--- src/rtl/lpc_axis_pkg.sv ---
// lpc_axis_pkg: shared defaults and the beat-counter width helper for the LPC AXI-Stream bridges.
package lpc_axis_pkg;
    localparam int DEF_DATA_W     = 16;
    localparam int DEF_FRAME_SIZE = 1920;
    localparam int DEF_FIFO_DEPTH = 4;

    function automatic int cnt_w(input int n);
        return (n > 1) ? $clog2(n) : 1;
    endfunction

    localparam int BEAT_W = cnt_w(DEF_FRAME_SIZE);
endpackage

--- src/rtl/axis_sync_fifo.sv ---
// axis_sync_fifo: single-clock FIFO; pointers carry an extra wrap bit to tell full from empty.
module axis_sync_fifo #(
    parameter int DATA_W = 16,
    parameter int DEPTH  = 4
) (
    input  logic              ACLK,
    input  logic              ARESET_N,
    input  logic              push,
    input  logic [DATA_W-1:0] wdata,
    input  logic              pop,
    output logic [DATA_W-1:0] rdata,
    output logic              full,
    output logic              empty
);
    localparam int AW = (DEPTH > 1) ? $clog2(DEPTH) : 1;
    logic [DATA_W-1:0] mem [DEPTH];
    logic [AW:0]       wr_ptr, rd_ptr;
    assign empty = wr_ptr == rd_ptr;
    assign full  = wr_ptr == {~rd_ptr[AW], rd_ptr[AW-1:0]};
    assign rdata = mem[rd_ptr[AW-1:0]];
    always_ff @(posedge ACLK) begin
        if (push) mem[wr_ptr[AW-1:0]] <= wdata;
    end
    always_ff @(posedge ACLK or negedge ARESET_N) begin
        if (!ARESET_N) begin
            wr_ptr <= '0;
            rd_ptr <= '0;
        end else begin
            if (push) wr_ptr <= wr_ptr + (AW+1)'(1);
            if (pop) rd_ptr <= rd_ptr + (AW+1)'(1);
        end
    end
endmodule

--- src/rtl/master_axi_s_interface.sv ---
// master_axi_s_interface: core-word to AXI-Stream master bridge; frame tags come from an output beat counter.
// Defining MASTER_AXIS_FRAME_CHECK_EN adds an input word counter that drives the sticky FRAME_ERR flag.
module master_axi_s_interface
    import lpc_axis_pkg::*;
#(
    parameter int DATA_W     = DEF_DATA_W,
    parameter int FRAME_SIZE = DEF_FRAME_SIZE,
    parameter int FIFO_DEPTH = DEF_FIFO_DEPTH
) (
    input  logic              ACLK,
    input  logic              ARESET_N,
    input  logic              VALID,
    output logic              READY,
    input  logic [DATA_W-1:0] SAMPLE,
    input  logic              LAST,
    output logic              TVALID,
    input  logic              TREADY,
    output logic [DATA_W-1:0] TDATA,
    output logic              TLAST,
    output logic              TUSER,
    output logic              FRAME_ERR
);
    localparam int CW = cnt_w(FRAME_SIZE);
    localparam logic [CW-1:0] LAST_BEAT = CW'(FRAME_SIZE - 1);
    logic              run, full, empty, push, pop;
    logic [DATA_W-1:0] head;
    logic [CW-1:0]     out_cnt;
    // run holds READY low until the first edge after reset release
    always_ff @(posedge ACLK or negedge ARESET_N) begin
        if (!ARESET_N) run <= 1'b0;
        else run <= 1'b1;
    end
    assign READY  = run && !full;
    assign TVALID = !empty;
    assign push   = VALID && READY;
    assign pop    = TVALID && TREADY;
    axis_sync_fifo #(.DATA_W(DATA_W), .DEPTH(FIFO_DEPTH)) u_fifo (
        .ACLK(ACLK),
        .ARESET_N(ARESET_N),
        .push(push),
        .wdata(SAMPLE),
        .pop(pop),
        .rdata(head),
        .full(full),
        .empty(empty)
    );
    always_ff @(posedge ACLK or negedge ARESET_N) begin
        if (!ARESET_N) out_cnt <= '0;
        else if (pop) out_cnt <= (out_cnt == LAST_BEAT) ? '0 : out_cnt + CW'(1);
    end
    assign TDATA = TVALID ? head : '0;
    assign TUSER = TVALID && out_cnt == '0;
    assign TLAST = TVALID && out_cnt == LAST_BEAT;
`ifdef MASTER_AXIS_FRAME_CHECK_EN
    logic [CW-1:0] in_cnt;
    logic          err;
    always_ff @(posedge ACLK or negedge ARESET_N) begin
        if (!ARESET_N) begin
            in_cnt <= '0;
            err    <= 1'b0;
        end else if (push) begin
            in_cnt <= (in_cnt == LAST_BEAT) ? '0 : in_cnt + CW'(1);
            err    <= err || (LAST != (in_cnt == LAST_BEAT));
        end
    end
    assign FRAME_ERR = err;
`else
    logic unused_last;
    assign unused_last = LAST;
    assign FRAME_ERR   = 1'b0;
`endif
endmodule
--- config.mk ---
export PLATFORM = sky130hd
export DESIGN_NAME = master_axi_s_interface
export DESIGN_NICKNAME = d
export VERILOG_FILES = /design/src/rtl/lpc_axis_pkg.sv /design/src/rtl/axis_sync_fifo.sv /design/src/rtl/master_axi_s_interface.sv
export SDC_FILE = /design/constraint.sdc
export NUM_CORES = 1
export LEC_CHECK = 0
export ABC_AREA = 1
export CAP_MARGIN = 20
export CORE_MARGIN = 2
export CORE_UTILIZATION = 30
export DETAILED_ROUTE_END_ITERATION = 7
export HOLD_SLACK_MARGIN = 0.1
export SYNTH_ARGS = -nofsm -noshare
export SYNTH_HDL_FRONTEND = slang
export SYNTH_SLANG_ARGS = --single-unit
export TNS_END_PERCENT = 5
--- constraint.sdc ---
create_clock -name ACLK -period 6.5 [get_ports ACLK]
set_input_delay 0.65 -clock ACLK [delete_from_list [all_inputs] [get_ports ACLK]]
set_output_delay 0.65 -clock ACLK [all_outputs]
set_load 0.05 [all_outputs]
==> impl_summary.log, run 1 <==
INFO  metric report.final.hold_viol_count = 0
INFO  metric post_cts.resized_instances = 0
INFO  metric detail_route.iter0.violations = 118
INFO  metric synth_top_family_by_area = simple AND/OR/NAND/NOR gates
INFO  metric critical_path.reg2reg.endpoint = u_fifo.mem[1][15]$_DFFE_PP_
INFO  metric cts.htree.levels = 3
INFO  metric first_pass_detailed_route_iteration_total = 4
INFO  metric power.share.switching = 0.4482
INFO  metric num_rows = 40
INFO  metric avg_synthesized_cell_area = 10.59 µm²
INFO  metric cts_root_buffer = clkbuf_16
INFO  metric vias_per_cell = 4.518
INFO  metric seq_power_share = 0.301
INFO  metric path_type_of_the_worst_min_delay_path = register to register
INFO  metric worst_setup_hold_path_clk_slew = 60 ps
INFO  metric routed_wl = 7549 µm
INFO  metric drc = 0
INFO  metric design.core.area = 0.01206 mm²
INFO  metric synth.area.top_cells = edfxtp_1, dfrtp_1, nand2_1
INFO  metric die-width = 115.2 µm
INFO  metric ys_dominant_reg_cell = edfxtp_1
INFO  metric relSlewSlack = 0.3295
INFO  metric muxShareOfSynthArea = 0
INFO  metric n_antenna_cell = 0
INFO  metric share_comb_of_total_power = 0.485
INFO  metric post_synth_design_cell_area = 0.003707 mm²
INFO  metric die_area = 0.01326 mm²
INFO  metric fillCellCount = 1200
INFO  metric min_to = u_fifo.rd_ptr[2]$_DFFE_PN0P_
INFO  metric grt_pass1_wl = 12370 µm
INFO  metric critical_path_peak_fanout = 19
INFO  metric post_synth_num_cell_types = 28
INFO  metric min_period = 3770 ps
INFO  metric ys_ff_latch = 82
INFO  metric buffer_ports.inserted = 39
INFO  metric number_of_setup_violations_in_the_final_report = 0
INFO  metric finish.utilization = 0.3781
INFO  metric global_route.overflow_total = 0
INFO  metric run_status = completed
INFO  metric finish.net_count = 417
INFO  metric detailed_place.area = 0.004259 mm²
INFO  metric tritoncts = built
INFO  metric mostFrequentLayoutCells = nand2_1, edfxtp_1, inv_1, nor2_1, clkdlybuf4s50_1
INFO  metric worst_pin_slew = 1005 ps
INFO  metric drt.antenna.violating_nets = 0
INFO  metric timing.final.max_slew_violations = 0
INFO  metric syn_nets = 378
INFO  metric yosysTopAreaCellShare = 0.5184
INFO  metric finish.instance_area = 0.004561 mm²
INFO  metric worst_endpoint_data_arrival_time = 3120 ps
INFO  metric cts_setup_buffers = 0
INFO  metric crit_type = register to output pin
INFO  metric synth_simple_gate_area_share = 0.1633
INFO  metric place.detailed.hpwl = 4612 µm
INFO  metric total_routing_usage_gr = 0.1194
INFO  metric layout-drive-gt1-share = 0.08883
INFO  metric maxClockFrequency = 265.2 MHz
INFO  metric initial_utilization = 0.3074
INFO  metric vias = 2539
INFO  metric yosysTopAreaCell = edfxtp_1
INFO  metric grt_max_degree = 35
INFO  metric synth-adder-area-share = 0.02362
INFO  metric syn-instance-count = 350
INFO  metric hold_path_startpoint = u_fifo.rd_ptr[2]$_DFFE_PN0P_
INFO  metric asyncSetResetFlopFracSynth = 0.2195
INFO  metric cellPowerDensity = 521.3 mW/mm²
INFO  metric antenna_found_initial = 0
INFO  metric vias_in_the_first_global_route = 2414
INFO  metric synth_compound_area_frac = 0.08876
INFO  metric static_leak = 1.787 nW
INFO  metric crit-reg2reg-launch = u_fifo.rd_ptr[1]$_DFFE_PN0P_
INFO  metric share_clk_of_total_power = 0.213
INFO  metric finalWeightedCongestion = 0.7817
INFO  metric yosysSeqAreaShare = 0.6399
INFO  metric die_h = 115.2 µm
INFO  metric maxCapViolations = 0
INFO  metric yosys.area_share.xor_xnor = 0.01924
INFO  metric clock_sink_count = 82
INFO  metric cp.required = 5850 ps
INFO  metric wl_per_cell = 13.43 µm
INFO  metric instances_no_fill = 562
INFO  metric numCtsBuffers = 9
INFO  metric clock_tree.buffer_depth = 2
INFO  metric timing.clock.skew = 9.822 ps
INFO  metric finalSetupTns = 0 ps
INFO  metric rrSetupSlack = 3670 ps
INFO  metric total_switching_power = 1.066 mW
INFO  metric clk_latency = 330 ps
INFO  metric finalCritPeriodShare = 0.5801
INFO  metric rsz0062_at_grt = false
INFO  metric worst-r2r-cell-count = 6
INFO  metric p_int = 1.312 mW
INFO  metric worstSetupEndpointType = output pin
INFO  metric layout-area-overhead-vs-synth = 23.02%
INFO  metric total_power_draw = 2.377 mW
INFO  metric synth.yosys.warnings = 0
INFO  metric worst_hold_path.num_cells = 2
INFO  metric synth_edf_count = 64
INFO  metric cp-start-kind = register
INFO  metric largest_vdd_supply_drop = 0.3666 mV
INFO  metric hold_buffers = 0
INFO  metric post-place-cells = 546
INFO  metric boundaryPins = 42
worst max path at each step:
| stage | startpoint | cells after the start | to |
|---|---|---|---|
| after detailed placement | u_fifo.rd_ptr[1]$_DFFE_PN0P_ | 7 | TUSER |
| after global routing | u_fifo.rd_ptr[1]$_DFFE_PN0P_ | 7 | TUSER |
| after CTS | u_fifo.rd_ptr[1]$_DFFE_PN0P_ | 7 | TUSER |
| after global placement | u_fifo.rd_ptr[1]$_DFFE_PN0P_ | 7 | TUSER |
| after floorplan | u_fifo.rd_ptr[0]$_DFFE_PN0P_ | 5 | TUSER |
| final | u_fifo.rd_ptr[1]$_DFFE_PN0P_ | 7 | TUSER |
logic make-up (layout without fill, tap and decap cells):
logic type,count (synthesis),in the layout
xor+xnor,6,6
buf+inv,56,100
compound gates,58,58
simple gates,139,139
flops,82,82
other cells,2,2
fa+ha+maj,7,7
synthesized netlist by cell type, types with 2 or more instances:
cell      count
edfxtp_1     64
o21ai_0      37
o21ai_2       5
nand4_1       4
nand2_2       4
buf_2         2
dfrtp_1      18
xnor2_1       4
clkbuf_1      6
inv_1        42
o22ai_1      16
nand2_1      64
nand3_1      16
conb_1        2
buf_4         3
nor2_1       45
ha_1          7
metal layers:
layer	share of wire	wire length (µm)	GRT usage
met1	0.46	3470	0.1595
met2	0.49	3683	0.1961
met3	0.045	337	0.03321
met4	0.0077	58	0.02410
met5	0	0	0
sequential cells by signal, indices dropped and copies added, names as in the netlist:
register / flops
u_fifo.mem: 64
out_cnt: 11
u_fifo.rd_ptr: 3
u_fifo.wr_ptr: 3
run: 1
through the flow:
stage	hold slack [ps]	setup WS (ps)
final	499.5	2730
after global routing	539.8	2401
after CTS	501.9	2661
after detailed placement	487.5	3021
after global placement	480.5	2986
after floorplan	354.4	3533
cell type report:
class | instances | area (µm²) | share of cell area
timing repair buffer | 40 | 397.9 | 0.08724
clock buffer | 10 | 229.0 | 0.05021
sequential | 82 | 2372 | 0.5202
multi-input combinational | 212 | 1111 | 0.2436
inverter | 44 | 167.7 | 0.03676
clock inverter | 6 | 72.57 | 0.01591
tap | 168 | 210.2 | 0.04609
worst max-delay path: stages, from the launching register on:
cell and delay (ps):
dfrtp_1 760, inv_2 330, nand2_2 130, nand2_2 70, nand3_4 290, inv_1 110
nor4_1 240, clkdlybuf4s50_1 860
power groups by stage:
stage          combinational, mW  clock [mW]  sequential [mW]
2_1_floorplan              0.844           0            0.701
3_3_place_gp                1.15           0            0.725
3_5_place_dp                1.16           0            0.728
4_1_cts                     1.17       0.517            0.718
5_1_grt                     1.26       0.543            0.728
6_report                    1.15       0.507            0.716
No activity file was read; power rests on OpenSTA's default activity.
==> inputs of run 2 (changes only) <==
Clock period 6.5 ns to 3.4 ns, I/O delays scaled along.
==> impl_summary.log, run 2 (synthesized netlist as in run 1, its figures left out) <==
INFO  metric total_power_draw = 4.562 mW
INFO  metric min_period = 2925 ps
INFO  metric finalSetupTns = 0 ps
INFO  metric maxClockFrequency = 341.9 MHz
INFO  metric drt.antenna.violating_nets = 0
INFO  metric detail_route.iter0.violations = 139
INFO  metric crit_type = register to output pin
INFO  metric cp-start-kind = register
INFO  metric critical_path_buf_inv_count = 2
INFO  metric hold_buffers = 0
INFO  metric rsz0062_at_grt = false
INFO  metric place.detailed.hpwl = 4660 µm
INFO  metric relSlewSlack = 0.4242
INFO  metric largest_register_ff_count = 64
INFO  metric vias_per_cell = 4.454
INFO  metric largest_vdd_supply_drop = 0.5922 mV
INFO  metric tritoncts = built
INFO  metric design.core.area = 0.01206 mm²
INFO  metric wl_per_cell = 13.13 µm
INFO  metric critical_path.slowest_cell = clkdlybuf4s50_1
INFO  metric run_status = completed
INFO  metric worst_pin_slew = 860.9 ps
INFO  metric maxCapViolations = 0
INFO  metric critical_path_peak_fanout = 9
INFO  metric buffer_ports.inserted = 39
INFO  metric cts_setup_buffers = 0
INFO  metric cp.required = 3060 ps
INFO  metric drc = 0
INFO  metric layout-drive-gt1-share = 0.1141
INFO  metric routed_wl = 7499 µm
INFO  metric die_area = 0.01326 mm²
INFO  metric mostFrequentLayoutCells = nand2_1, edfxtp_1, nor2_1, inv_1, o21ai_0
INFO  metric detailed_place.area = 0.004302 mm²
INFO  metric clk_latency = 330 ps
INFO  metric critical_path_cell_by_cell = ha_1 > inv_1 > nor3_1 > nand2_2 > nor2_1 > clkdlybuf4s50_1
INFO  metric timing.clock.skew = 16.02 ps
INFO  metric path_type_of_the_worst_min_delay_path = primary input to async pin
INFO  metric grt_max_degree = 34
INFO  metric num_rows = 40
INFO  metric cts_root_buffer = clkbuf_16
INFO  metric post_cts.resized_instances = 0
INFO  metric numCtsBuffers = 9
INFO  metric total_routing_usage_gr = 0.1204
INFO  metric finish.net_count = 426
INFO  metric first_pass_detailed_route_iteration_total = 4
INFO  metric n_antenna_cell = 0
INFO  metric number_of_setup_violations_in_the_final_report = 0
INFO  metric worst_setup_hold_path_clk_slew = 60 ps
INFO  metric initial_utilization = 0.3074
INFO  metric global_route.overflow_total = 0
INFO  metric finalWeightedCongestion = 0.8067
INFO  metric worstSetupEndpointType = output pin
INFO  metric finish.instance_area = 0.004601 mm²
INFO  metric clock_tree.buffer_depth = 2
INFO  metric critical-path-max-stage-delay = 810 ps
INFO  metric cellPowerDensity = 991.6 mW/mm²
INFO  metric timing.final.max_slew_violations = 0
INFO  metric finish.utilization = 0.3814
INFO  metric finalCritPeriodShare = 0.8603
INFO  metric tightest_hold_margin = 508.9 ps
INFO  metric die_h = 115.2 µm
INFO  metric vias = 2543
INFO  metric grt_pass1_wl = 12390 µm
INFO  metric clock_sink_count = 82
INFO  metric cpLargestDelayFamily = buffers and inverters
INFO  metric report.final.hold_viol_count = 0
INFO  metric vias_in_the_first_global_route = 2509
INFO  metric die-width = 115.2 µm
INFO  metric worst_endpoint_data_arrival_time = 2590 ps
INFO  metric boundaryPins = 42
INFO  metric static_leak = 1.844 nW
INFO  metric cts.htree.levels = 3
INFO  metric antenna_found_initial = 0
INFO  metric layout-area-overhead-vs-synth = 24.10%
run 2: cell types whose count changed in the layout (fill, tap and decap cells not counted):
cell / change
clkinv_4: -1
nor2_2: -4
clkinvlp_4: -1
nor2_1: +4
buf_4: +15
clkbuf_1: -1
clkdlybuf4s50_1: -6
inv_6: +1
clkinv_1: +1
clkinv_2: +1
run 2: report_power, final:
group	internal, mW	switching [mW]	leakage [nW]
combinational	0.715	1.53	0.882
clock	0.574	0.394	0.148
sequential	1.24	0.108	0.813
total	2.53	2.04	1.84
run 2: final timing paths:
kind	start	endpoint	slack, ps	cells after the start
min in group ACLK	u_fifo.rd_ptr[2]$_DFFE_PN0P_	u_fifo.rd_ptr[2]$_DFFE_PN0P_	510	2
worst min register to register	u_fifo.rd_ptr[2]$_DFFE_PN0P_	u_fifo.rd_ptr[2]$_DFFE_PN0P_	510	2
max in group asynchronous	ARESET_N	out_cnt[3]$_DFFE_PN0P_	2350	1
worst min-delay path	ARESET_N	out_cnt[5]$_DFFE_PN0P_	510	1
worst max-delay path	out_cnt[0]$_DFFE_PN0P_	TLAST	470	6
worst max register to register	u_fifo.wr_ptr[1]$_DFFE_PN0P_	u_fifo.mem[0][1]$_DFFE_PP_	1650	7
run 2: through the flow:
step	instances	worst slack, ps
floorplan	350	743.2
global placement	555	808.6
detailed placement	555	817.0
CTS	571	449.5
global route	571	244.3
finish	571	475.0
run 2: final cells by class:
class                           instances  area (µm²)
Fill cell                            1191        7461
Clock inverter                          7       73.82
Sequential cell                        82        2372
Clock buffer                            9       225.2
Inverter                               44       167.7
Tap cell                              168       210.2
Multi-Input combinational cell        212        1101
Timing Repair Buffer                   49       450.4
run 2: metal layers:
layer / track usage / up-vias / part of all wire / wire length [µm]
met4: 0.03293 / 0 / 0.0051 / 38
met1: 0.1472 / 1227 / 0.46 / 3423
met2: 0.2071 / 42 / 0.50 / 3767
met3: 0.03690 / 2 / 0.036 / 269
li1: - / 1272 / - / -
met5: 0 / - / 0 / 0
